### src/rtl/toggle_flip_flop_array_pkg.sv
// ---------------------------------------------------------------------------
// toggle_flip_flop_array_pkg : shared action encoding and priority resolver
// Revision: 1.0
// ---------------------------------------------------------------------------
`default_nettype none

package toggle_flip_flop_array_pkg;

  typedef enum logic [1:0] {
    HOLD   = 2'd0,
    TOGGLE = 2'd1,
    SET    = 2'd2,
    CLEAR  = 2'd3
  } channel_action_t;

  localparam int DEFAULT_COUNT_WIDTH = 16;

  // Clear dominates set, and either of them masks a toggle request.
  function automatic channel_action_t resolve_action(input logic clear,
                                                     input logic set,
                                                     input logic toggle);
    channel_action_t act;
    if (clear)       act = CLEAR;
    else if (set)    act = SET;
    else if (toggle) act = TOGGLE;
    else             act = HOLD;
    return act;
  endfunction

endpackage

`default_nettype wire

### src/rtl/toggle_flip_flop_array_channel.sv
// ---------------------------------------------------------------------------
// toggle_flip_flop_array_channel : one toggle cell with set/clear and change flag
// Revision: 1.0   (TOGGLE_FLIP_FLOP_ARRAY_COUNTER_EN exposes the next change flag)
// ---------------------------------------------------------------------------
`default_nettype none

module toggle_flip_flop_array_channel
  import toggle_flip_flop_array_pkg::*;
#(
  parameter logic RESET_VALUE = 1'b0
) (
  input  logic clk_i,
  input  logic rst_ni,
  input  logic enable_i,
  input  logic toggle_i,
  input  logic set_i,
  input  logic clear_i,
`ifdef TOGGLE_FLIP_FLOP_ARRAY_COUNTER_EN
  output logic changed_next_o,
`endif
  output logic state_o,
  output logic changed_o
);

  logic state_q, state_d;
  logic changed_q, changed_d;

  always_comb begin
    state_d = state_q;
    if (enable_i) begin
      case (resolve_action(clear_i, set_i, toggle_i))
        CLEAR:   state_d = 1'b0;
        SET:     state_d = 1'b1;
        TOGGLE:  state_d = ~state_q;
        default: state_d = state_q;
      endcase
    end
    changed_d = state_d ^ state_q;
  end

  always_ff @(posedge clk_i or negedge rst_ni) begin
    if (!rst_ni) begin
      state_q   <= RESET_VALUE;
      changed_q <= 1'b0;
    end else begin
      state_q   <= state_d;
      changed_q <= changed_d;
    end
  end

  assign state_o   = state_q;
  assign changed_o = changed_q;
`ifdef TOGGLE_FLIP_FLOP_ARRAY_COUNTER_EN
  assign changed_next_o = changed_d;
`endif

endmodule

`default_nettype wire

### src/rtl/toggle_flip_flop_array.sv
// ---------------------------------------------------------------------------
// toggle_flip_flop_array : WIDTH toggle cells, parity, optional change counter
// Revision: 1.0   (TOGGLE_FLIP_FLOP_ARRAY_COUNTER_EN adds toggle_count/count_clear)
// ---------------------------------------------------------------------------
`default_nettype none

module toggle_flip_flop_array
  import toggle_flip_flop_array_pkg::*;
#(
  parameter int               WIDTH       = 8,
  parameter logic [WIDTH-1:0] RESET_VALUE = '0
`ifdef TOGGLE_FLIP_FLOP_ARRAY_COUNTER_EN
  ,
  parameter int               COUNT_WIDTH = DEFAULT_COUNT_WIDTH
`endif
) (
  input  logic             clock,
  input  logic             resetn,
  input  logic             enable,
  input  logic [WIDTH-1:0] toggle,
  input  logic [WIDTH-1:0] set,
  input  logic [WIDTH-1:0] clear,
`ifdef TOGGLE_FLIP_FLOP_ARRAY_COUNTER_EN
  input  logic                   count_clear,
  output logic [COUNT_WIDTH-1:0] toggle_count,
`endif
  output logic [WIDTH-1:0] state,
  output logic [WIDTH-1:0] changed,
  output logic             parity
);

`ifdef TOGGLE_FLIP_FLOP_ARRAY_COUNTER_EN
  logic [WIDTH-1:0] changed_next;
`endif

  for (genvar i = 0; i < WIDTH; i++) begin : g_channel
    toggle_flip_flop_array_channel #(
      .RESET_VALUE (RESET_VALUE[i])
    ) u_channel (
      .clk_i          (clock),
      .rst_ni         (resetn),
      .enable_i       (enable),
      .toggle_i       (toggle[i]),
      .set_i          (set[i]),
      .clear_i        (clear[i]),
`ifdef TOGGLE_FLIP_FLOP_ARRAY_COUNTER_EN
      .changed_next_o (changed_next[i]),
`endif
      .state_o        (state[i]),
      .changed_o      (changed[i])
    );
  end

  assign parity = ^state;

`ifdef TOGGLE_FLIP_FLOP_ARRAY_COUNTER_EN
  logic [COUNT_WIDTH-1:0] count_q, count_d;

  // Clear is deliberately independent of enable so software can always zero it.
  always_comb begin
    count_d = count_q;
    if (count_clear)
      count_d = '0;
    else if ((|changed_next) && (count_q != {COUNT_WIDTH{1'b1}}))
      count_d = count_q + 1'b1;
  end

  always_ff @(posedge clock or negedge resetn) begin
    if (!resetn) count_q <= '0;
    else         count_q <= count_d;
  end

  assign toggle_count = count_q;
`endif

endmodule

`default_nettype wire
### config.mk
export PLATFORM = sky130hd
export DESIGN_NAME = toggle_flip_flop_array
export DESIGN_NICKNAME = d
export VERILOG_FILES = /design/src/rtl/toggle_flip_flop_array_pkg.sv /design/src/rtl/toggle_flip_flop_array_channel.sv /design/src/rtl/toggle_flip_flop_array.sv
export SDC_FILE = /design/constraint.sdc
export NUM_CORES = 1
export LEC_CHECK = 0
export ABC_AREA = 1
export CAP_MARGIN = 5
export CORE_MARGIN = 2
export CORE_UTILIZATION = 42
export DETAILED_ROUTE_END_ITERATION = 10
export PLACE_DENSITY_LB_ADDON = 0.25
export SYNTH_ARGS = -nofsm -noshare
export SYNTH_HDL_FRONTEND = slang
export SYNTH_SLANG_ARGS = --single-unit
### constraint.sdc
create_clock -name clock -period 1.32 [get_ports clock]
set_input_delay 0.264 -clock clock [delete_from_list [all_inputs] [get_ports clock]]
set_output_delay 0.264 -clock clock [all_outputs]
set_load 0.01 [all_outputs]
; ---- Word level (Yosys, flattened, before mapping)
; Cells that the tools add are included.
[totals]
inputBits = 27
elab_cells = 105
output_inout_bits = 17
ff_bits = 16
[op_classes]
n_reduce_logical = 1
mux = 48
n_bitwise = 16
n_eq_ne = 24
[ops]
columns = cell, n
row1 = $mux W2, 24
row2 = $eq A2 B2 Y1 const B, 16
row3 = $pmux W1 S3, 8
row4 = $eq A2 B1 Y1 const B, 8
row5 = $mux W1, 16
row6 = $not A1 Y1, 8
row7 = $reduce_xor A8 Y1, 1
row8 = $xor A1 B1 Y1, 8

; ---- Logic depth before layout (Yosys ltp)
[logic_depth]
depth_word = 8
ltp_mapped = 7
depth_no_buf = 7

; ---- By module
; Synthesis repeated with hierarchy kept, for this count alone.
[hier_totals]
hier_cells = 167
hier_area_um2 = 1087.3
[modules_own_cells]
columns = module, area_per_inst_um2, cells_per_inst, n_inst, seq_area_each_um2
row1 = toggle_flip_flop_array_channel, 113.9, 15, 8, 50.0
row2 = toggle_flip_flop_array, 176.4, 47, 1, 0.0

; ---- Least setup slack after synthesis
; No wires, ideal clock.
[synth_timing]
path_kind = register -> output
startpoint = register g_channel[5].u_channel.state_q
endpoint = output parity
slack_ns = 0.183
required_time_ns = 1.056
n_path_buf = 0
stages_incl_launch_ff = 8
arrival_time_ns = 0.873
path_cell_list = dfrtp_1 -> inv_1 -> nand2_1 -> nand2_1 -> nand2_1 -> nand2_1 -> nand2_1 -> nand2_1
[synth_between]
elab_chain_len = 1
[synth_lines]
columns = element, line
row1 = from (decl), toggle_flip_flop_array_channel.sv:25  ; logic state_q, state_d;
row2 = from (signal assigned), toggle_flip_flop_array_channel.sv:46  ; state_q <= state_d;
row3 = $reduce_xor A8 Y1, toggle_flip_flop_array.sv:54  ; assign parity = ^state;
row4 = to (decl), toggle_flip_flop_array.sv:29  ; output logic parity
; No other way between the ends.

; ---- Worst setup path in the final report
[layout_timing]
startpoint = register g_channel[6].u_channel.state_q
endpoint = output parity
[layout_between]
elab_chain_len = 1
[layout_lines]
columns = element, line
row1 = from (decl), toggle_flip_flop_array_channel.sv:25
row2 = from (signal assigned), toggle_flip_flop_array_channel.sv:46
row3 = $reduce_xor A8 Y1, toggle_flip_flop_array.sv:54
; No other way between the ends.

==> key figures <==
Finish
  – Share of layout cells above drive strength 1: 0.267
  – Antenna cells: 0
  – Post-Route Utilization: 0.682
  – Area Growth Syn to Fin: 55.6%
  – Final net count: 253
  – Fill cells: between 200 and 250

GRT
  – Number of global-route vias before repair: 1,125
  – Total GRT Usage: 0.199
  – Largest net degree at the start of global routing: 17
  – Gr ovfl total: 0
  – First-pass GRT wire length: 4310 um
  – Initial antenna violation count: 0

STA
  – Slew @ Worst Pin: 0.222 ns
  – RSZ-0062 raised after global routing: yes
  – Period minus WS final: 1.60 ns
  – Number of setup violations in the final report: 5
  – Slew HR: 0.852
  – Setup ws final: -0.279 ns
  – Post-route setup TNS: -0.434 ns
  – Tcrit/Tclk final: 1.21
  – FMAX: 625 MHz
  – Final clock skew: 0.000725 ns
  – Fin. Hold Viols: 0
  – Slew Viols, Final: 0

Setup path
  – Cell family with most CP delay: flip-flops
  – CP cell instances: inv_2 -> nand2_2 -> nand2_2 -> nand2_1 -> nand2_1 -> nand2_1 -> nand2_1 -> buf_2
  – CP Data Required Time: 1.06 ns
  – Critical path peak fanout: 4
  – Startpoint types: flop
  – CP arrival: between 1 and 1.5 ns
  – Top cell by count, worst path: nand2_1
  – Setup Crit Path Kind: flop to primary output
  – Critical Path End Type: primary output
  – Slowest stage delay, CP: 0.44 ns
  – Crit-path slowest cell: dfrtp_1
  – Worst Path Buf+Inv: 2

Worst hold path
  – Hold WC Path Type: input pin to async pin

Routing
  – DRC viols: 0
  – Vias per std cell: 4.82
  – Post-route ant nets: 0
  – Via count: 1,230
  – Post-Route WL: 2910 um
  – WL/cell: 11.4 um
  – DR iter-0 viols: 19
  – First-pass iteration count of the detailed router: 4

Floorplanning
  – Die Wd: 54.6 um
  – Initial Utilization: 0.438
  – Die Span Y: 54.6 um
  – FP Rows: 18
  – Core area: 0.00245 sq mm
  – DIE AREA: 0.00298 sq mm
  – IO Count: 44

Power
  – Sw Ratio: 0.326
  – Maximum VDD drop: 0.597 mV
  – Leak: 0.939 nW
  – Internal Power: 0.00104 W
  – Sequential share of power: 0.377
  – Power, Total: 0.00154 W
  – Clock power frac: 0.217
  – Pwr/cell area: 919 mW/mm^2
  – Net Sw Power: 0.000502 W
  – Combinational power share: 0.406

Synthesis
  – Post-Synthesis Cells: approximately 170
  – Yosys reg bits: 16
  – Share of the yosys chip area belonging to registers: 0.372
  – Yosys cell types: 9
  – Mapped Nets: 196
  – Syn Area/Cell: 6.37 sq um
  – Synth warn: 0
  – Synth area leaders: dfrtp_1 (37%), nand2_1 (25%), nand3_1 (11%)
  – Top cell type's share of synthesized area: 0.372
  – Mapped cell area: about 0.0011 sq mm
  – Post-synth top area cell: dfrtp_1

Clock network
  – CTS tree: done
  – CTS clk-pin slew, worst paths: 0.10 ns
  – H-tree levels: 1
  – Num CTS Buffers: 3
  – CTS root buf: clkbuf_4
  – CTS Hold Bufs: 0
  – Clock Path Buffers: 2
  – Clock latency on the worst-skew pair: roughly 0.29 ns
  – Clock sink total: 16

Status
  – Failing checks: setup timing
  – Status: finished with violations

Run
  – Max_cap viols: 0

Place
  – Input/output buffers: 43
  – Placer Congestion: 0.665
  – Hpwl dp: 2080 um
  – Place WS: -0.349 ns
## registers in the layout, indices dropped and copies added (netlist names)
| signal | count |
|---|---|
| g_channel.u_channel.changed_o | 8 |
| g_channel.u_channel.state_o | 8 |
## layout make-up
cell class | instances | area (sq um) | share of cell area
clock buffers | 4 | 36.3 | 0.0217
inverters | 25 | 93.8 | 0.0561
flip-flops and latches | 16 | 402 | 0.240
multi-input cells | 111 | 484 | 0.289
well taps | 30 | 37.5 | 0.0224
repair buffers | 69 | 621 | 0.371
## power by group through the flow
stage          combinational, W  sequential (W)  clock [W]
6_report               0.000624        0.000581   0.000334
5_1_grt                0.000687        0.000589   0.000363
4_1_cts                0.000586        0.000579   0.000345
3_5_place_dp           0.000580        0.000584          0
3_3_place_gp           0.000558        0.000581          0
2_1_floorplan          0.000305        0.000586          0
## synthesized netlist by cell type (all sizes together)
cell type / n
inv: 25
nor2: 8
buf: 17
o21ai: 8
dfrtp: 16
nand3: 24
nand2: 71
## kinds of logic after synthesis
logic type	count (synthesis)	share of synthesized area
flops	16	0.372
simple gates	103	0.387
buf+inv	42	0.203
compound gates	8	0.0372
## cell usage in the layout (no fill, tap or decap), drive strengths merged
master         instances
o21ai                  8
clkdlybuf4s15          2
nand2                 71
clkbuf                 4
buf                   33
dfrtp                 16
nand3                 24
clkdlybuf4s50         26
inv                   25
dlygate4sd2            8
nor2                   8
## metrics by stage
step / hold WS, ns / cells / instance area [sq um]
3_3_place_gp: 0.607 / 243 / 1550
3_5_place_dp: 0.607 / 243 / 1550
5_1_grt: 0.290 / 255 / 1670
2_1_floorplan: -0.0316 / 169 / 1080
6_report: 0.282 / 255 / 1670
4_1_cts: 0.283 / 251 / 1640
## layer usage
metal  vias up  wire length [um]  global-route usage
met5         -                 0                   0
met4         0                31              0.0667
met1       569              1080               0.202
li1        619                 -                   -
met2        38              1680               0.401
met3         4               126              0.0273
## worst register-to-register path: stages (launching register included)
cell	delay, ns
dfrtp_1	0.42
inv_2	0.08
buf_4	0.13
buf_4	0.12
buf_4	0.13
nand2_1	0.05
nand3_1	0.08
nand2_1	0.08
o21ai_0	0.08
## path summary, 6_finish.rpt
kind | start | to | slack (ns) | cells after the start
min in group clock | clear[7] | g_channel[7].u_channel.changed_o | 0.63 | 4
max in group asynchronous | resetn | g_channel[4].u_channel.state_o | 0.83 | 2
setup reg to reg | g_channel[7].u_channel.state_o | g_channel[7].u_channel.state_o | 0.06 | 8
setup / recovery | g_channel[6].u_channel.state_o | parity | -0.28 | 8
hold / removal | resetn | g_channel[3].u_channel.changed_o | 0.28 | 2
hold reg to reg | g_channel[3].u_channel.state_o | g_channel[3].u_channel.changed_o | 0.71 | 3
## what timing repair did
action / in CTS / in global routing
setup endpoints to repair: 17 / 7
pin swaps: 15 / 2
endpoints found under the hold margin: 0 / 0
buffers inserted: 4 / 7
gates resized for setup: 58 / 13
gates cloned: 0 / 0
(Power assumes the default switching activity.)
